**config.mk**
```make
export PLATFORM = sky130hd
export DESIGN_NAME = rtc_ir_rx
export DESIGN_NICKNAME = d
export VERILOG_FILES = /design/src/rtl/rtc_ir_pkg.sv /design/src/rtl/rtc_ir_bit_timer.sv /design/src/rtl/rtc_ir_rx.sv
export SDC_FILE = /design/constraint.sdc
export NUM_CORES = 1
export LEC_CHECK = 0
export ABC_AREA = 0
export CAP_MARGIN = 20
export CORE_MARGIN = 10
export CORE_UTILIZATION = 30
export DETAILED_ROUTE_END_ITERATION = 10
export GPL_TIMING_DRIVEN = 0
export PLACE_DENSITY = 0.56
export REMOVE_ABC_BUFFERS = 1
export SYNTH_ARGS = -nofsm -noshare
export SYNTH_HDL_FRONTEND = slang
export SYNTH_SLANG_ARGS = --single-unit
```
**constraint.sdc**
```tcl
create_clock -name clk_i -period 2.91 [get_ports clk_i]
set_input_delay 0.582 -clock clk_i [delete_from_list [all_inputs] [get_ports clk_i]]
set_output_delay 0.582 -clock clk_i [all_outputs]
set_load 0.01 [all_outputs]
```
**src/rtl/rtc_ir_pkg.sv**
```systemverilog
// Shared definitions for the RTC IR time-frame link (receiver now, transmitter later).
// Field widths, frame data length, receiver state encoding and the packed calendar record.
package rtc_ir_pkg;

   localparam int SEC_W     = 6;
   localparam int MIN_W     = 6;
   localparam int HOURS_W   = 8;
   localparam int DOW_W     = 3;
   localparam int DOM_W     = 5;
   localparam int MONTH_W   = 4;
   localparam int YEAR_W    = 12;
   localparam int DATA_BITS = 44;

   typedef enum logic [2:0] {
      IDLE,
      START,
      DATA,
      PARITY,
      STOP
   } state_t;

   // sec occupies the LSBs so a LSB-first shift register maps straight onto this record
   typedef struct packed {
      logic [YEAR_W-1:0]  year;
      logic [MONTH_W-1:0] month;
      logic [DOM_W-1:0]   dom;
      logic [DOW_W-1:0]   dow;
      logic [HOURS_W-1:0] hours;
      logic [MIN_W-1:0]   min;
      logic [SEC_W-1:0]   sec;
   } rtc_time_t;

endpackage

```
**src/rtl/rtc_ir_bit_timer.sv**
```systemverilog
// Per-bit sample counter for the IR receiver: mid_tick half a bit after clear,
// bit_tick every full bit period after clear.
module rtc_ir_bit_timer #(
   parameter int BIT_CYCLES = 16
) (
   input  logic clk,
   input  logic rst,
   input  logic clr,
   output logic mid_tick,
   output logic bit_tick
);

   localparam int CW = $clog2(BIT_CYCLES);

   logic [CW-1:0] cnt;

   assign mid_tick = (cnt == CW'(BIT_CYCLES / 2 - 1));
   assign bit_tick = (cnt == CW'(BIT_CYCLES - 1));

   // explicit wrap keeps non-power-of-two bit periods exact
   always_ff @(posedge clk) begin
      if (rst || clr) begin
         cnt <= '0;
      end else if (bit_tick) begin
         cnt <= '0;
      end else begin
         cnt <= cnt + 1'b1;
      end
   end

endmodule

```
**src/rtl/rtc_ir_rx.sv**
```systemverilog
// Serial IR calendar-frame receiver: synchronizer, frame FSM, deserializer and checker.
// Optional parity bit enabled with the RTC_IR_RX_PARITY_EN macro.
module rtc_ir_rx
   import rtc_ir_pkg::*;
#(
   parameter int BIT_CYCLES = 16
) (
   input  logic        clk_i,
   input  logic        rst_i,
   input  logic        ir_i,
   output logic [5:0]  sec_o,
   output logic [5:0]  min_o,
   output logic [7:0]  hours_o,
   output logic [2:0]  dow_o,
   output logic [4:0]  dom_o,
   output logic [3:0]  month_o,
   output logic [11:0] year_o,
   output logic        valid_o,
   output logic        err_o,
   output logic        busy_o
);

   state_t                 state, state_next;
   logic                   ir_p0, ir_p1, ir_p2;
   logic                   rise;
   logic                   timer_clr, mid_tick, bit_tick;
   logic                   shift_en, frame_done, bad_parity;
   logic [5:0]             bit_cnt;
   logic [DATA_BITS-1:0]   shreg;
   rtc_time_t              fields;

   function automatic logic fields_in_range(input rtc_time_t t);
      logic [5:0] h;
      logic       hour_ok;
      h = t.hours[5:0];
      hour_ok = t.hours[7] ? (h >= 6'd1 && h <= 6'd12) : (h <= 6'd23);
      return (t.sec <= 6'd59) && (t.min <= 6'd59) && hour_ok &&
             (t.dow != 3'd0) && (t.dom != 5'd0) &&
             (t.month >= 4'd1) && (t.month <= 4'd12);
   endfunction

   // stage p0/p1: metastability synchronizer, p2: previous value for edge detect
   always_ff @(posedge clk_i) begin
      if (rst_i) begin
         ir_p0 <= 1'b0;
         ir_p1 <= 1'b0;
         ir_p2 <= 1'b0;
      end else begin
         ir_p0 <= ir_i;
         ir_p1 <= ir_p0;
         ir_p2 <= ir_p1;
      end
   end

   assign rise      = ir_p1 & ~ir_p2;
   assign timer_clr = (state == IDLE) || (state_next != state);
   assign busy_o    = (state != IDLE);

   rtc_ir_bit_timer #(.BIT_CYCLES(BIT_CYCLES)) u_timer (
      .clk      (clk_i),
      .rst      (rst_i),
      .clr      (timer_clr),
      .mid_tick (mid_tick),
      .bit_tick (bit_tick)
   );

   always_ff @(posedge clk_i) begin
      if (rst_i) state <= IDLE;
      else       state <= state_next;
   end

   always_comb begin
      state_next = state;
      shift_en   = 1'b0;
      frame_done = 1'b0;
      case (state)
         IDLE:  if (rise) state_next = START;
         START: if (mid_tick) state_next = ir_p1 ? DATA : IDLE;
         DATA: begin
            if (bit_tick) begin
               shift_en = 1'b1;
               if (bit_cnt == 6'(DATA_BITS - 1)) begin
`ifdef RTC_IR_RX_PARITY_EN
                  state_next = PARITY;
`else
                  state_next = STOP;
`endif
               end
            end
         end
`ifdef RTC_IR_RX_PARITY_EN
         PARITY: if (bit_tick) state_next = STOP;
`endif
         STOP: begin
            if (bit_tick) begin
               frame_done = 1'b1;
               state_next = IDLE;
            end
         end
         default: state_next = IDLE;
      endcase
   end

   // stage p3: deserializer, data only
   always_ff @(posedge clk_i) begin
      if (shift_en) shreg <= {ir_p1, shreg[DATA_BITS-1:1]};
   end

`ifdef RTC_IR_RX_PARITY_EN
   logic par_acc;

   always_ff @(posedge clk_i) begin
      if (rst_i || state == START) begin
         par_acc <= 1'b0;
      end else if (shift_en || (state == PARITY && bit_tick)) begin
         par_acc <= par_acc ^ ir_p1;
      end
   end

   assign bad_parity = par_acc;
`else
   assign bad_parity = 1'b0;
`endif

   // stage p4: frame decision and held field outputs
   always_ff @(posedge clk_i) begin
      if (rst_i) begin
         bit_cnt <= '0;
         fields  <= '0;
         valid_o <= 1'b0;
         err_o   <= 1'b0;
      end else begin
         valid_o <= 1'b0;
         err_o   <= 1'b0;
         if (state == START) bit_cnt <= '0;
         else if (shift_en)  bit_cnt <= bit_cnt + 1'b1;
         if (frame_done) begin
            if (ir_p1 || bad_parity || !fields_in_range(rtc_time_t'(shreg))) begin
               err_o <= 1'b1;
            end else begin
               fields  <= rtc_time_t'(shreg);
               valid_o <= 1'b1;
            end
         end
      end
   end

   assign sec_o   = fields.sec;
   assign min_o   = fields.min;
   assign hours_o = fields.hours;
   assign dow_o   = fields.dow;
   assign dom_o   = fields.dom;
   assign month_o = fields.month;
   assign year_o  = fields.year;

endmodule

```
==> results.toml, run 1 <==
[global_route]
grt_pass1_wl_mm = 12.7
antenna_found_initial = 0
grt_pass1_vias = 2451
grt_overflow = 0
grt_max_degree = 66
track_usage_pct = 8.41

[clocking]
clk_path_buf_depth = 2
cts_hold_buf = 0
cts-root-buf = "clkbuf_16"
clkSlewWorstSetupHoldPaths_ns = 0.08
clock_sinks = 106
post_cts_buffers = 0
cts_buffers = 9
cts_resized = 0
worstSkewPairLatency_ns = 0.34
htreeDepth = 3
tritoncts = "built"

[critical_path]
r2r-end = "min_o[3]"
crit_path_max_fanout = 10
r2r-start = "u_timer.cnt[0]"
r2r_slack_ns = 0.63
critPathCapture = "min_o[3]"
crit_path_end_kind = "register"
worstSetupStartpointType = "register"
startpoint = "u_timer.cnt[0]"
crit_required_ns = 3.18
arrival_ns = 2.55
worstSetupPathType = "register to register"
reg2regPathDepth = 7

[routing]
via_per_inst = 4.35
routed-via-count = 2464
drc = 0
dr.pass1.iters = 4
drtIter0Drc = 122
drt-total-wl_mm = 7.84
ant_nets = 0
wl_per_cell_um = 13.8

[floorplanning]
die_y_um = 138
die_x_um = 138
core_area_sq_mm = 0.0134
initial_utilization_pct = 31.1
io_pins = 50
rows = 42
dieArea_sq_mm = 0.0190

[final_layout]
drive_above_1_share_pct = 8.70
area_growth_pct = 24.1
diodes = 0
nets = 391
fill_cells = 1316
fin_area_sq_mm = 0.00517

[synthesis]
synthFlopType = "dfxtp_1"
seq_area_frac_synth_pct = 61.5
syn_area_per_cell_sq_um = 12.5
yosys.area.top_type_share_pct = 31.7
yosysUniqueCellTypes = 34
yosys.area.top_type = "edfxtp_1"
synthCells = 334
synth.area.top_cells = "edfxtp_1, dfxtp_1, nand2b_1"
synth.most_common_cell = "nand2b_1"
yosys_register_bits = 106
ys_async_sr_fraction_pct = 0
synth-edff-count = 44
syn_area_sq_mm = 0.00416
synth_top_cells_by_count = "nand2b_1, dfxtp_1, edfxtp_1, mux2i_1, nor2_1"
synth_warnings = 0

[placed_design]
pre_cts_ws_ns = 0.607
routabilityCongestion = 0.684
io_buffers = 49
dpl_cell_area_sq_mm = 0.00487
dp_hpwl_mm = 5.33

[job]
drv_cap = 0

[sta]
fmax_mhz = 439
worstMarginPinSlew_ns = 0.555
finalWorstSetupSlack_ns = 0.630
min_period_over_period_pct = 78.4
clock_skew_ns = 0.0105
period_minus_slack_ns = 2.28
report.final.hold_viol_count = 0
finalSetupViolCount = 0
rsz0062_at_grt = "no"
slew_headroom_pct = 62.7
maxSlewViolCount = 0

[power_and_ir_drop]
p_leak_nw = 1.67
switchingPower_uw = 583
power_frac_seq_pct = 54.5
p_clk_share_pct = 43.6
ir_drop_uv = 299
powerDensity_mw_per_mm2 = 546
swShare_pct = 20.6
power.internal_mw = 2.24
combPwrFrac_pct = 1.9

[status]
outcome = "completed"

[worst_hold_path]
min_path_cells = 1
hold_path_class = "register to register"
==> per-layer routing <==
layer | GRT usage, % | up-vias | share of wire, %
li1 | - | 1256 | -
met1 | 10.9 | 1156 | 48
met2 | 12.7 | 42 | 44
met3 | 3.06 | 10 | 7.2
met4 | 2.90 | 0 | 1.4
met5 | 0 | - | 0
==> per-stage QoR <==
stage	std cells	TNS, ns	power (mW)	utilization, %	hold WS [ns]
floorplan	315	-203.33	1.60	-	0.414
CTS	567	0	2.86	38.6	0.443
global placement	540	-349.00	1.63	35.5	0.417
detailed placement	551	0	1.63	36.3	0.425
finish	567	0	2.82	38.6	0.437
global route	567	0	2.92	38.6	0.467
==> state kept, by name (all words and copies together) (netlist names) <==
| name | count |
|---|---|
| shreg | 44 |
| year_o | 12 |
| hours_o | 8 |
| bit_cnt | 6 |
| min_o | 6 |
| sec_o | 6 |
| dom_o | 5 |
| month_o | 4 |
| u_timer.cnt | 4 |
| dow_o | 3 |
| state | 3 |
| err_o | 1 |
| ir_p0 | 1 |
| ir_p1 | 1 |
| ir_p2 | 1 |
| valid_o | 1 |
==> layout by cell type, fill, tap and decap left out, types with 2 or more instances in the layout <==
cell,netlist,layout
a2111oi_0,2,2
edfxtp_1,44,44
nand4_1,5,5
nand3_1,6,6
nor2b_1,3,3
inv_6,0,3
nor3b_1,2,2
o211ai_1,3,3
xor2_1,5,5
mux2i_1,44,44
nor3b_2,3,3
a21o_1,2,2
nor2_1,12,12
a21oi_1,2,2
buf_4,1,9
o21ai_0,4,4
or3_1,4,4
nand2_1,5,5
dfxtp_1,62,62
xnor2_1,2,2
nor3_1,2,2
and2_1,2,2
or4_1,3,3
buf_12,0,2
nand2b_1,87,87
clkbuf_16,0,9
ha_1,2,2
clkdlybuf4s50_1,0,48
==> power groups by stage <==
stage	Sequential (mW)	Clock [mW]	Combinational (mW)
global route	1.54	1.32	0.0602
global placement	1.57	0	0.0559
detailed placement	1.57	0	0.0546
CTS	1.54	1.27	0.0546
finish	1.54	1.23	0.0533
floorplan	1.57	0	0.0308
==> cell families after synthesis <==
family	count (synthesis)	share of synthesized area (%)
AND/OR/NAND/NOR	139	20.3
flip-flops	106	61.5
multiplexers	44	10.6
buffers and inverters	21	2.97
AO/OA/AOI/OAI	15	2.52
XOR/XNOR	7	1.47
adder cells (fa/ha/maj)	2	0.601
==> area by class of cell <==
type                       instances  area [sq um]  share of cell area [%]
clock buffer                       9           225                    4.36
clock inverter                     7          76.3                    1.48
inverter                           2          7.51                   0.145
multi-input combinational        207          1480                    28.7
sequential                       106          2560                    49.6
tap                              176           220                    4.26
timing repair buffer              60           593                    11.5
==> worst max-delay path, cell delays in order (launching register included) <==
cell      delay (ns)
dfxtp_1         0.36
ha_1            0.21
and3_1          0.37
o211ai_1        0.17
nor4_2          0.44
buf_4           0.28
buf_4           0.19
mux2i_1         0.19
==> how the worst min path moves through the flow <==
stage / startpoint / end
floorplan: ir_p0 / ir_p1
global placement: ir_p0 / ir_p1
detailed placement: ir_p0 / ir_p1
CTS: ir_p0 / ir_p1
global route: shreg[17] / shreg[16]
finish: ir_p0 / ir_p1
Power figures use the tool's default switching activity.
==> run 2, diff against run 1 <==
Settings changed: PLACE_DENSITY 0.56 to 0.58.
Clock period 2.91 ns to 1.9 ns, I/O delays scaled along.
==> results.toml, run 2 (same netlist as run 1, synthesis figures left out) <==
[status]
outcome = "complete, but fails checks"
violations = "setup timing"

[final_layout]
final_common_cell = "nand2b_1"
final_core_util_pct = 40.1
diodes = 0
area_growth_pct = 29.1
fin_area_sq_mm = 0.00537
drive_above_1_share_pct = 13.8
nets = 406
fill_cells = 1290
largest_register_ffs = 44
largest_register = "shreg"
final_cell_mix = "nand2b_1, dfxtp_1, clkdlybuf4s50_1"

[critical_path]
worstPathBufferInverterCount = 3
path_delay_family = "simple AND/OR/NAND/NOR gates"
crit_path_end_kind = "register"
arrival_ns = 2.22
cp_cell_sequence = "or4_4, o211ai_1, nor4_4, buf_4, buf_6, buf_8, mux2i_1"
r2r-end = "year_o[11]"
reg2regPathDepth = 7
r2r_slack_ns = -0.09
worstSetupPathType = "register to register"
worstSetupStartpointType = "register"
crit_path_max_fanout = 5
crit_required_ns = 2.13
critPathMaxStageDelay_ns = 0.55
slowest_stage = "or4_4"
r2r-start = "shreg[27]"

[routing]
dr.pass1.iters = 4
via_per_inst = 4.32
routed-via-count = 2517
drc = 0
drt-total-wl_mm = 8.01
ant_nets = 0
drtIter0Drc = 176
wl_per_cell_um = 13.8

[global_route]
antenna_found_initial = 0
track_usage_pct = 8.68
grt_overflow = 0
grt_max_degree = 55
grt_pass1_wl_mm = 13.1
grt_pass1_vias = 2546

[power_and_ir_drop]
fin_total_pwr_mw = 4.35
p_leak_nw = 1.76
ir_drop_uv = 350
powerDensity_mw_per_mm2 = 810

[sta]
report.final.hold_viol_count = 0
fmax_mhz = 502
worstMarginPinSlew_ns = 0.579
final.setup.tns_ns = -1.54
finalWorstSetupSlack_ns = -0.0930
rsz0062_at_grt = "yes"
clock_skew_ns = 0.0107
slew_headroom_pct = 61.4
maxSlewViolCount = 0
min_period_over_period_pct = 105
period_minus_slack_ns = 1.99
finalSetupViolCount = 26

[clocking]
cts_hold_buf = 0
tritoncts = "built"
clkSlewWorstSetupHoldPaths_ns = 0.07
cts_buffers = 9
worstSkewPairLatency_ns = 0.34
htreeDepth = 3
cts-root-buf = "clkbuf_16"
clock_sinks = 106
clk_path_buf_depth = 2

[placed_design]
routabilityCongestion = 0.713
pre_cts_ws_ns = -0.807
io_buffers = 49
dpl_cell_area_sq_mm = 0.00486
dp_hpwl_mm = 5.39

[floorplanning]
die_x_um = 138
die_y_um = 138
initial_utilization_pct = 31.1
dieArea_sq_mm = 0.0190
rows = 42
core_area_sq_mm = 0.0134
io_pins = 50

[worst_hold_path]
holdPathEnd = "ir_p1"
hold_path_class = "register to register"
worstHoldStart = "ir_p0"
min_path_cells = 1

[job]
drv_cap = 0
[run 2: worst max-delay path by stage]
stage,startpoint,endpoint,cells past startpoint
finish,shreg[27],year_o[11],7
global placement,u_timer.cnt[0],dom_o[2],5
detailed placement,u_timer.cnt[0],year_o[2],8
floorplan,u_timer.cnt[0],dom_o[0],5
CTS,shreg[27],year_o[11],7
global route,shreg[27],dom_o[0],7
[run 2: area by class of cell]
class,count,area (sq um),area share [%]
clock inverters,6,71.3,1.33
flip-flops and latches,106,2570,47.8
clock buffers,10,239,4.45
well taps,176,220,4.10
repair buffers,75,753,14.0
multi-input cells,207,1510,28.1
inverters,2,12.5,0.233
[run 2: through the flow]
stage / std cells / hold slack [ns]
2_1_floorplan: 315 / 0.414
3_3_place_gp: 540 / 0.418
6_report: 582 / 0.440
4_1_cts: 572 / 0.440
5_1_grt: 582 / 0.471
3_5_place_dp: 550 / 0.422
[run 2: report_power, final]
part           switching [mW]  internal [mW]  leakage [nW]
combinational          0.0371         0.0445         0.718
sequential            0.00579           2.35         0.897
clock                   0.841           1.07         0.146
[run 2: layer usage]
| layer | wire length [um] | track usage, % |
|---|---|---|
| met5 | 0 | 0 |
| met4 | 104 | 2.72 |
| met3 | 509 | 3.20 |
| met2 | 3670 | 13.6 |
| met1 | 3730 | 10.9 |
[run 2: repair_timing]
item                                    4_1_cts  5_1_grt
endpoints found under the setup margin       78       75
endpoints found under the hold margin         0        0
pin swaps                                     4        3
setup buffers                                 8       10
gates resized for setup                      14       12
==> run 3, diff against run 2 <==
Settings changed: ABC_CLOCK_PERIOD_IN_PS set to 1900, SYNTH_HIERARCHICAL set to 1.
==> results.toml, run 3 <==
[status]
outcome = "complete, but fails checks"
violations = "setup timing"

[routing]
wl_per_cell_um = 15.1
drc = 0
drt-total-wl_mm = 8.86
drtIter0Drc = 73
dr.pass1.iters = 4
via_per_inst = 4.42
routed-via-count = 2595
ant_nets = 0

[placed_design]
dpl_cell_area_sq_mm = 0.00484
routabilityCongestion = 0.667
dp.cells = 546
io_buffers = 49
dp_hpwl_mm = 5.15

[floorplanning]
core_area_sq_mm = 0.0138
die_y_um = 138
die_x_um = 138
initial_utilization_pct = 30.4
io_pins = 50
dieArea_sq_mm = 0.0191
rows = 43

[synthesis]
yosys_register_bits = 106
syn_area_per_cell_sq_um = 12.6
syn_area_sq_mm = 0.00419
synthXorXnorAreaFrac_pct = 1.26
synth_warnings = 6
yosys.area.top_type = "edfxtp_1"
synthCells = 331
synthFlopType = "dfxtp_1"
synth.most_common_cell = "nand2b_1"
ys_async_sr_fraction_pct = 0
seq_area_frac_synth_pct = 61.2
synthMuxAreaShare_pct = 10.5
yosysUniqueCellTypes = 41
synth-edff-count = 44
synth_top_cells_by_count = "nand2b_1, dfxtp_1, edfxtp_1, mux2i_1, nor2_1"
yosys.area_share.simple_pct = 20.8
yosys.area.top_type_share_pct = 31.6
synth.area.top_cells = "edfxtp_1, dfxtp_1, nand2b_1"
synth_top_family_by_area = "simple AND/OR/NAND/NOR gates"
synthAdderAreaFrac_pct = 0.598
synth_compound_area_share_pct = 2.27

[power_and_ir_drop]
powerDensity_mw_per_mm2 = 764
p_leak_nw = 1.77
power_frac_seq_pct = 57.2
switchingPower_uw = 842
p_clk_share_pct = 40.7
power.internal_mw = 3.28
fin_total_pwr_mw = 4.12
ir_drop_uv = 390
swShare_pct = 20.4
combPwrFrac_pct = 2.1

[sta]
slew_headroom_pct = 52.2
report.final.hold_viol_count = 0
clock_skew_ns = 0.00813
fmax_mhz = 490
finalWorstSetupSlack_ns = -0.142
worstMarginPinSlew_ns = 0.717
finalSetupViolCount = 44
rsz0062_at_grt = "yes"
period_minus_slack_ns = 2.04
maxSlewViolCount = 0
min_period_over_period_pct = 107

[global_route]
use_met2_pct = 14.0
grt_max_degree = 54
grt_pass1_wl_mm = 14.2
grt_overflow = 0
grtUsageMet3_pct = 3.87
track_usage_pct = 9.23
grt-busiest-layer = "met2"
use_met1_pct = 11.5
antenna_found_initial = 0
grt_pass1_vias = 2636

[clocking]
tritoncts = "built"
worstSkewPairLatency_ns = 0.35
clkSlewWorstSetupHoldPaths_ns = 0.07
clock_sinks = 106
cts_buffers = 9
htreeDepth = 3
cts-root-buf = "clkbuf_16"
clk_path_buf_depth = 2

[critical_path]
startpoint = "shreg[28]"
path_delay_family = "simple AND/OR/NAND/NOR gates"
crit_required_ns = 2.17
worstPathBufferInverterCount = 1
cp_cell_sequence = "o211ai_2, o311ai_2, or4_4, nor2_8, buf_12, mux2i_1"
critPathMaxStageDelay_ns = 0.63
slowest_stage = "or4_4"
r2r_slack_ns = -0.14
crit_path_end_kind = "register"
worstSetupStartpointType = "register"
critPathCapture = "year_o[4]"
arrival_ns = 2.32
r2r-start = "shreg[28]"
worstSetupPathType = "register to register"
r2r-end = "year_o[4]"
crit_path_max_fanout = 11
reg2regPathDepth = 6
cp.depth = 6

[final_layout]
final_core_util_pct = 39.2
fin_area_sq_mm = 0.00540
nets = 407
final_cell_mix = "nand2b_1, dfxtp_1, clkdlybuf4s50_1"
largest_register = "shreg"
final_cells = 587
final_common_cell = "nand2b_1"
largest_register_ffs = 44
area_growth_pct = 28.9
diodes = 0
drive_above_1_share_pct = 14.5

[job]
drv_cap = 0

[worst_hold_path]
hold_path_class = "register to register"
-- run 3: power by group through the flow --
stage | Combinational, mW | Clock [mW] | Sequential [mW]
3_3_place_gp | 0.0883 | 0 | 2.41
2_1_floorplan | 0.0487 | 0 | 2.41
4_1_cts | 0.0880 | 1.75 | 2.36
3_5_place_dp | 0.0872 | 0 | 2.41
6_report | 0.0872 | 1.68 | 2.36
5_1_grt | 0.0971 | 1.84 | 2.36
-- run 3: worst register-to-register path: cells and delay by family (launching register included) --
kind	cells	cell delay, ns
AO/OA/AOI/OAI	2	0.35
buffers and inverters	1	0.18
flip-flops	1	0.44
multiplexers	1	0.21
AND/OR/NAND/NOR	2	0.79
-- run 3: cell families after synthesis --
| group | count (synthesis) |
|---|---|
| fa+ha+maj | 2 |
| buf+inv | 20 |
| simple gates | 139 |
| mux | 44 |
| compound gates | 14 |
| xor+xnor | 6 |
| flops | 106 |
-- run 3: worst min path at each step --
stage	startpoint	to	slack, ns	cells after the start
after floorplan	ir_p0	ir_p1	0.41	1
after global placement	ir_p0	ir_p1	0.42	1
after detailed placement	shreg[37]	shreg[36]	0.43	0
after CTS	shreg[37]	shreg[36]	0.44	0
after global routing	ir_p0	ir_p1	0.46	1
final	shreg[37]	shreg[36]	0.45	0
-- run 3: final cells by class --
class                      instances  area, sq um
clock buffer                      12          236
fill                            1352         8380
tap                              180          225
timing repair buffer              75          771
multi-input combinational        208         1570
clock inverter                     4         21.3
sequential                       106         2570
inverter                           2         7.51
-- run 3: metal layers --
metal | part of all wire, % | vias to the layer above
met5 | 0 | -
met4 | 1.8 | 0
met3 | 5.2 | 14
met2 | 46 | 42
met1 | 47 | 1254
li1 | - | 1285
-- run 3: per-stage QoR --
step / hold slack, ns / worst slack, ns / TNS [ns]
after floorplan: 0.414 / -4.73 / -225.57
after global placement: 0.417 / -7.39 / -415.67
after detailed placement: 0.435 / -0.936 / -59.33
after CTS: 0.445 / -0.164 / -5.25
after global routing: 0.460 / -0.229 / -7.78
final: 0.447 / -0.142 / -4.59
-- run 3: timing repair --
action	4_1_cts	5_1_grt
setup endpoints to repair	99	86
setup buffers	16	6
hold buffers	0	0
cloned	3	0
endpoints found under the hold margin	0	0
pin swaps	7	4
resized for setup	16	5
